**config.mk**
```make
export PLATFORM = sky130hd
export DESIGN_NAME = cwru_transceiver_rx
export DESIGN_NICKNAME = d
export VERILOG_FILES = /design/src/rtl/cwru_transceiver_rx.sv
export SDC_FILE = /design/constraint.sdc
export NUM_CORES = 1
export LEC_CHECK = 0
export ABC_AREA = 1
export BUFFER_PORTS_ARGS = -buffer_cell sky130_fd_sc_hd__buf_4
export CAP_MARGIN = 20
export CORE_MARGIN = 2
export CORE_UTILIZATION = 50
export DETAILED_ROUTE_END_ITERATION = 8
export PLACE_DENSITY = 0.68
export SETUP_SLACK_MARGIN = 0.1
export SKIP_LAST_GASP = 1
export SLEW_MARGIN = 5
export SYNTH_ARGS = -nofsm -noshare
export SYNTH_HDL_FRONTEND = slang
export SYNTH_SLANG_ARGS = --single-unit
```
**constraint.sdc**
```tcl
create_clock -name CLK -period 1.8 [get_ports CLK]
set_clock_uncertainty 0.15 [all_clocks]
set_input_delay 0.18 -clock CLK [delete_from_list [all_inputs] [get_ports CLK]]
set_output_delay 0.18 -clock CLK [all_outputs]
set_load 0.005 [all_outputs]
```
**src/rtl/cwru_transceiver_rx.sv**
```systemverilog
// cwru_transceiver_rx: 8N1 UART receiver with HEX0 nibble display; define CWRU_RX_PARITY_EN for 8E1 frames.
module cwru_transceiver_rx #(
  parameter int CLKS_PER_BIT = 434,
  parameter int SYNC_STAGES = 2
) (
  input  logic       CLK,
  input  logic       RESET_N,
  input  logic       RX_IN,
  output logic [7:0] RX_DATA,
  output logic       RX_VALID,
  output logic       FRAME_ERR,
  output logic [6:0] HEX0
);
  localparam int CW = $clog2(CLKS_PER_BIT);
  localparam logic [CW-1:0] LAST = CW'(CLKS_PER_BIT - 1);
  localparam logic [CW-1:0] MID = CW'((CLKS_PER_BIT - 1) / 2);
  localparam logic [6:0] SEG [16] = '{7'h40, 7'h79, 7'h24, 7'h30, 7'h19, 7'h12, 7'h02, 7'h78,
                                      7'h00, 7'h10, 7'h08, 7'h03, 7'h46, 7'h21, 7'h06, 7'h0E};
  typedef enum logic [2:0] {IDLE, START, DATA, PARITY, STOP, BREAK} state_t;
`ifdef CWRU_RX_PARITY_EN
  localparam state_t AFTER_DATA = PARITY;
`else
  localparam state_t AFTER_DATA = STOP;
`endif
  state_t state, state_n;
  logic [1:0] rst_sync;
  logic rst_n_i;
  logic [SYNC_STAGES-1:0] sync;
  logic rx_s, good;
  logic [CW-1:0] clk_cnt, cnt_n;
  logic [2:0] bit_idx, idx_n;
  logic [7:0] shift, shift_n, rx_data, data_n;
  logic valid_n, ferr_n;
  assign rst_n_i = rst_sync[1];
  assign rx_s = sync[SYNC_STAGES-1];
  assign RX_DATA = rx_data;
`ifdef CWRU_RX_PARITY_EN
  logic par_err, par_n;
  assign good = rx_s & ~par_err;
  always_ff @(posedge CLK or negedge rst_n_i)
    if (!rst_n_i) par_err <= 1'b0;
    else par_err <= par_n;
`else
  assign good = rx_s;
`endif
  always_ff @(posedge CLK or negedge RESET_N)
    if (!RESET_N) rst_sync <= 2'b00;
    else rst_sync <= {rst_sync[0], 1'b1};
  always_ff @(posedge CLK or negedge rst_n_i)
    if (!rst_n_i) begin
      state <= IDLE;
      sync <= '1;
      clk_cnt <= '0;
      bit_idx <= '0;
      shift <= '0;
      rx_data <= '0;
      RX_VALID <= 1'b0;
      FRAME_ERR <= 1'b0;
      HEX0 <= 7'b1000000;
    end else begin
      state <= state_n;
      sync <= {sync[SYNC_STAGES-2:0], RX_IN};
      clk_cnt <= cnt_n;
      bit_idx <= idx_n;
      shift <= shift_n;
      rx_data <= data_n;
      RX_VALID <= valid_n;
      FRAME_ERR <= ferr_n;
      HEX0 <= SEG[rx_data[3:0]];
    end
  always_comb begin
    state_n = state;
    cnt_n = clk_cnt + 1'b1;
    idx_n = bit_idx;
    shift_n = shift;
    data_n = rx_data;
    valid_n = 1'b0;
    ferr_n = 1'b0;
`ifdef CWRU_RX_PARITY_EN
    par_n = par_err;
`endif
    case (state)
      IDLE: begin
        cnt_n = '0;
        state_n = rx_s ? IDLE : START;
      end
      START:
        if (clk_cnt == MID) begin
          cnt_n = '0;
          idx_n = '0;
          state_n = rx_s ? IDLE : DATA;
        end
      DATA:
        if (clk_cnt == LAST) begin
          cnt_n = '0;
          shift_n[bit_idx] = rx_s;
          idx_n = bit_idx + 1'b1;
          state_n = (bit_idx == 3'd7) ? AFTER_DATA : DATA;
        end
`ifdef CWRU_RX_PARITY_EN
      PARITY:
        if (clk_cnt == LAST) begin
          cnt_n = '0;
          par_n = ^{shift, rx_s};
          state_n = STOP;
        end
`endif
      STOP:
        if (clk_cnt == LAST) begin
          cnt_n = '0;
          valid_n = good;
          ferr_n = ~good;
          data_n = good ? shift : rx_data;
          state_n = rx_s ? IDLE : BREAK;
        end
      BREAK: begin
        cnt_n = '0;
        state_n = rx_s ? IDLE : BREAK;
      end
      default: state_n = IDLE;
    endcase
  end
endmodule

```
==> results.yml, run 1 <==
sta:
  drv_slew: 0
  setup_violations: 0
  finalCritPeriodShare_pct: 95.8
  layout_min_cycle_time_ps: 1720
  hold_violations: 0
  holdWs_ps: 48.8
  finalSetupTns_ps: 0
  fmax_mhz: 580
  rsz0062_at_grt: "true"
yosys:
  ys_types: 26
  synth_top_area_share_pct: 45.3
  yosys-top-cells-area: "dfrtp_1 45%, nand2_1 19%, inv_1 6.6%, ha_1 6.1%, nor2_1 4.5%"
  yosysWarnings: 0
  async_flop_share_pct: 100
  synth_top_area_cell: "dfrtp_1"
  syn_area_sq_mm: 0.00226
  avgSynthCellArea_sq_um: 7.78
  synthTopCellsByCount: "112 x nand2_1, 41 x dfrtp_1, 40 x inv_1, 27 x nor2_1, 20 x nand3_1"
  synth_edf_count: 0
  syn_inst: 291
  dominantRegCellSynth: "dfrtp_1"
  yosysMostFrequentCell: "nand2_1"
  synth.ff_latch_count: 44
  synth_nets: 305
  yosysSeqAreaShare_pct: 48.8
global_route:
  overflow: 0
  antenna_found_initial: 0
  grt_pass1_wl_mm: 6.92
  grt_max_degree: 43
  gr-usage-all-layers_pct: 17.2
  grt_pass1_vias: 1613
layout:
  nNetsFinal: 342
  final.fill_count: 385
  final_util_pct: 64.5
  final_cells: 381
  antenna_cells: 0
  drive_gt1_share_pct: 22.2
  areaGrowthSynthToFinish_pct: 24.1
critical_path:
  path_class: "reg -> reg"
  required_ps: 1890
  path_cells: "inv_2, ha_4, nand2_2, nor2_4, nand2_4, nor3_4, clkbuf_16, nand2_1, nand2_1"
  crit_fanout: 5
  crit_path_end_kind: "flop"
  start_kind: "flop"
  cp-endpoint: "RX_DATA[1]"
  crit_path_start: "clk_cnt[1]"
  worstPathArrival_ps: 1810
  timing.rr.start: "clk_cnt[1]"
  r2r-end: "RX_DATA[1]"
  ff2ff_path_depth: 9
  max_stage_delay_ps: 400
  r2r_slack_ps: 80
  critPathSlowestCell: "dfrtp_1"
  crit_top_cell: "nand2_1"
cts:
  numCtsBuffers: 5
  clkTransAtPathRegs_ps: 80
  clockBufferDepth: 2
  clk_latency_ps: 290
  cts_tree: "built"
  cts_max_level: 2
  cts_root_buf: "clkbuf_8"
  cts.sinks: 44
power_and_ir_drop:
  p_per_area_mw_per_mm2: 829
  finalPower_w: 0.00233
  leakagePower_nw: 1.54
  ir_drop_uv: 554
placement:
  hpwl_mm: 2.82
  dp_cells: 360
  port_buffers: 19
  gp_congestion: 0.840
floorplan:
  fp.coreArea_sq_mm: 0.00435
  dieArea_sq_mm: 0.00508
  die_x_um: 71.3
  fp-row-count: 24
  ios: 20
  die_h_um: 71.3
  start_util_pct: 52.0
route:
  wl_mm: 4.33
  maxUsedRoutingLayer: "met4"
  routed-wl-met2_mm: 2.21
  drt-initial-drc-count: 89
  drc: 0
  drtPass1Iterations: 6
  wl_per_cell_um: 11.4
  wl_met1_mm: 1.94
  viasPerCell: 4.81
  via_count: 1834
  drtAntennaViolNets: 0
  dr_wl_met3_um: 130
hold_path:
  hp-class: "in -> async"
job:
  cap_violations: 0
run_status:
  status: "completed"
[per-stage QoR]
step	instance area (sq um)	setup slack (ps)
5_1_grt	2810	4.24
3_5_place_dp	2460	118
4_1_cts	2580	103
3_3_place_gp	2460	151
6_report	2810	75.5
2_1_floorplan	2260	312
[cell usage in the layout, fill, tap and decap left out, types with 3 or more instances in the layout]
cell        count
inv_1          39
nand2_1       106
dfstp_2         3
a21oi_1         6
clkinvlp_4      3
nand3_1        10
nor2_1         27
o21ai_0         7
buf_4          27
ha_1           10
dfrtp_2         3
nor2_4          3
dfrtp_1        38
nand3_2         9
clkbuf_8        6
nand2_2         6
[worst min path at each step]
stage          slack [ps]     from          end
5_1_grt                60  RESET_N  rst_sync[1]
3_5_place_dp         -180  RESET_N  rst_sync[0]
3_3_place_gp         -190  RESET_N  rst_sync[0]
4_1_cts                40  RESET_N  rst_sync[0]
6_report               50  RESET_N  rst_sync[0]
2_1_floorplan        -270  RESET_N  rst_sync[0]
[critical path, delay by kind of cell, from the launching register on]
family | cells | cell delay (ps)
adders and majority gates | 1 | 120
DFF | 1 | 400
and+or+nand+nor | 6 | 720
buffers and inverters | 2 | 270
[registers in the layout, summed over array words and instances, names as in the netlist]
| name | count |
|---|---|
| FRAME_ERR | 1 |
| HEX0 | 7 |
| RX_DATA | 8 |
| RX_VALID | 1 |
| bit_idx | 3 |
| clk_cnt | 9 |
| rst_sync | 2 |
| shift | 8 |
| state | 3 |
| sync | 2 |
[power breakdown]
part / switching [W] / total (W) / internal, W / leakage [nW]
combinational: 0.000282 / 0.000485 / 0.000203 / 0.915
clock: 0.000337 / 0.000648 / 0.000311 / 0.0434
sequential: 0.000122 / 0.00120 / 0.00108 / 0.583
[metal layers]
layer	vias to the layer above	GRT usage, %
li1	956	-
met1	841	21.6
met2	32	29.6
met3	5	2.95
met4	0	6.29
met5	-	0
[kinds of logic (layout without fill, tap and decap cells)]
group,count (synthesis),count (layout),synth area share (%)
adders and majority gates,11,11,6.08
other,1,1,0.166
xor gates and xnor gates,3,3,1.16
DFF,44,44,48.8
and+or+nand+nor,168,168,30.6
AOI/OAI and AO/OA,17,17,4.25
buffers and inverters,47,85,9.01
[cell type report]
class / instances / area (sq um) / area share (%)
Multi-Input combinational cell: 200 / 1060 / 37.8
Inverter: 42 / 160 / 5.70
Sequential cell: 44 / 1110 / 39.4
Tap cell: 52 / 65.1 / 2.32
Timing Repair Buffer: 34 / 310 / 11.0
Clock buffer: 6 / 82.6 / 2.94
Timing Repair inverter: 1 / 7.51 / 0.267
Clock inverter: 2 / 15.0 / 0.534
[repair_timing]
action	in CTS	in global routing
buffers inserted	0	9
endpoints found under the hold margin	3	0
hold buffers	2	0
gates resized for setup	0	29
endpoints found under the setup margin	0	28
Power figures use the tool's default switching activity.
==> inputs of run 2 (changes only) <==
--- a/config.mk
+++ b/config.mk
@@ -8,12 +8,10 @@
 export ABC_AREA = 1
 export BUFFER_PORTS_ARGS = -buffer_cell sky130_fd_sc_hd__buf_4
 export CAP_MARGIN = 20
-export CORE_MARGIN = 2
 export CORE_UTILIZATION = 50
 export DETAILED_ROUTE_END_ITERATION = 8
 export PLACE_DENSITY = 0.68
 export SETUP_SLACK_MARGIN = 0.1
-export SKIP_LAST_GASP = 1
 export SLEW_MARGIN = 5
 export SYNTH_ARGS = -nofsm -noshare
 export SYNTH_HDL_FRONTEND = slang
==> results.yml, run 2 (synthesis results as in run 1) <==
global_route:
  grt_busiest_layer: "met2"
  grt_pass1_wl_mm: 7.00
  antenna_found_initial: 0
  overflow: 0
  use_met3_pct: 5.09
  met1_usage_pct: 23.0
  grt_pass1_vias: 1628
  grt_max_degree: 43
  gr-usage-all-layers_pct: 18.4
  grt_util_met2_pct: 30.3
layout:
  final.fill_count: 392
  multi_input_area_sq_um: 981
  drive_gt1_share_pct: 15.8
  areaGrowthSynthToFinish_pct: 17.7
  final_util_pct: 61.2
  largest_register_ffs: 9
  layout_commonest_cell: "nand2_1"
  final_cell_mix: "108 x nand2_1, 40 x dfrtp_1, 40 x inv_1"
  nNetsFinal: 335
  regArea_sq_mm: 0.00111
  largest-register: "clk_cnt"
  antenna_cells: 0
critical_path:
  required_ps: 1890
  critPathSlowestCell: "dfrtp_1"
  path_buf_inv: 2
  path_cells: "inv_1, ha_1, nand2_1, nor2_4, nand2_2, nor3_4, buf_12, nand2_1, nand2_1"
  max_stage_delay_ps: 400
  critPathTopFamily: "simple AND/OR/NAND/NOR gates"
  start_kind: "flop"
  crit_top_cell: "nand2_1"
  path_class: "reg -> reg"
  crit_fanout: 9
  worstPathArrival_ps: 1730
  crit_path_end_kind: "flop"
route:
  via_count: 1817
  drtPass1Iterations: 4
  drc: 0
  viasPerCell: 4.86
  wl_per_cell_um: 10.9
  wl_mm: 4.10
  drtAntennaViolNets: 0
  drt-initial-drc-count: 94
hold_path:
  hp-class: "in -> async"
sta:
  relSlewSlack_pct: 65.4
  finalSetupTns_ps: 0
  finalCritPeriodShare_pct: 91.1
  holdWs_ps: 56.0
  rsz0062_at_grt: "true"
  setup_violations: 0
  hold_violations: 0
  layout_min_cycle_time_ps: 1640
  max_slew.worst_pin.slew_ps: 519
  fmax_mhz: 610
  drv_slew: 0
cts:
  clk_latency_ps: 290
  cts_tree: "built"
  cts_root_buf: "clkbuf_8"
  cts_max_level: 2
  clkTransAtPathRegs_ps: 80
  clockBufferDepth: 2
  numCtsBuffers: 5
  cts.sinks: 44
floorplan:
  start_util_pct: 52.0
  fp-row-count: 24
  fp.coreArea_sq_mm: 0.00435
  dieArea_sq_mm: 0.00480
  ios: 20
  die_h_um: 69.3
  die_x_um: 69.3
placement:
  hpwl_mm: 2.85
  port_buffers: 19
  gp_congestion: 0.793
run_status:
  status: "completed"
job:
  cap_violations: 0
power_and_ir_drop:
  p_per_area_mw_per_mm2: 906
  finalPower_w: 0.00241
  leakagePower_nw: 1.50
  ir_drop_uv: 661
run 2: cell types whose count changed in the layout (fill, tap and decap cells not counted), moves of 2 or more:
cell        delta
dfrtp_2        -2
buf_4          -2
nand2_1        +2
nand3_1        +9
buf_6          -2
dfrtp_1        +2
nand3_2        -8
clkinvlp_4     -3
run 2: area by class of cell:
class                      count  area share, %
clock buffer                   7           3.61
tap                           52           2.44
timing repair buffer          28           8.54
inverter                      42           6.01
clock inverter                 1           1.13
sequential                    44           41.5
multi-input combinational    200           36.8
run 2: stage by stage:
stage	setup slack, ps	area [sq um]	std cells
5_1_grt	31.4	2670	374
3_3_place_gp	127	2460	361
4_1_cts	115	2610	371
2_1_floorplan	312	2260	291
6_report	161	2670	374
3_5_place_dp	99.2	2460	361
run 2: final timing paths:
| kind | from | endpoint | slack [ps] | depth (start not counted) |
|---|---|---|---|---|
| min reg2reg | rst_sync[1] | HEX0[5] | 180 | 1 |
| min | RESET_N | rst_sync[1] | 60 | 2 |
| max in group asynchronous | rst_sync[1] | sync[1] | 950 | 1 |
| max | clk_cnt[1] | RX_DATA[5] | 160 | 9 |
| min in group CLK | sync[0] | sync[1] | 210 | 0 |
| max reg2reg | clk_cnt[1] | RX_DATA[5] | 160 | 9 |
run 2: metal layers:
metal / share of wire (%) / routed length, um / vias up
met4: 1.2 / 48 / 0
met5: 0 / 0 / -
met2: 47 / 1940 / 28
li1: - / - / 944
met1: 48 / 1970 / 841
met3: 3.3 / 137 / 4
run 2: power by group:
group	switching [W]	internal (W)	leakage [nW]
Clock	0.000333	0.000490	0.0645
Sequential	0.0000898	0.00107	0.585
Combinational	0.000265	0.000166	0.854
Total	0.000687	0.00173	1.50
run 2: what timing repair did:
| action | 4_1_cts | 5_1_grt |
|---|---|---|
| hold endpoints to repair | 3 | 0 |
| hold buffers | 2 | 0 |
| setup endpoints to repair | 5 | 31 |
| pin swaps | 0 | 2 |
| setup buffers | 0 | 3 |
| gates resized for setup | 1 | 7 |
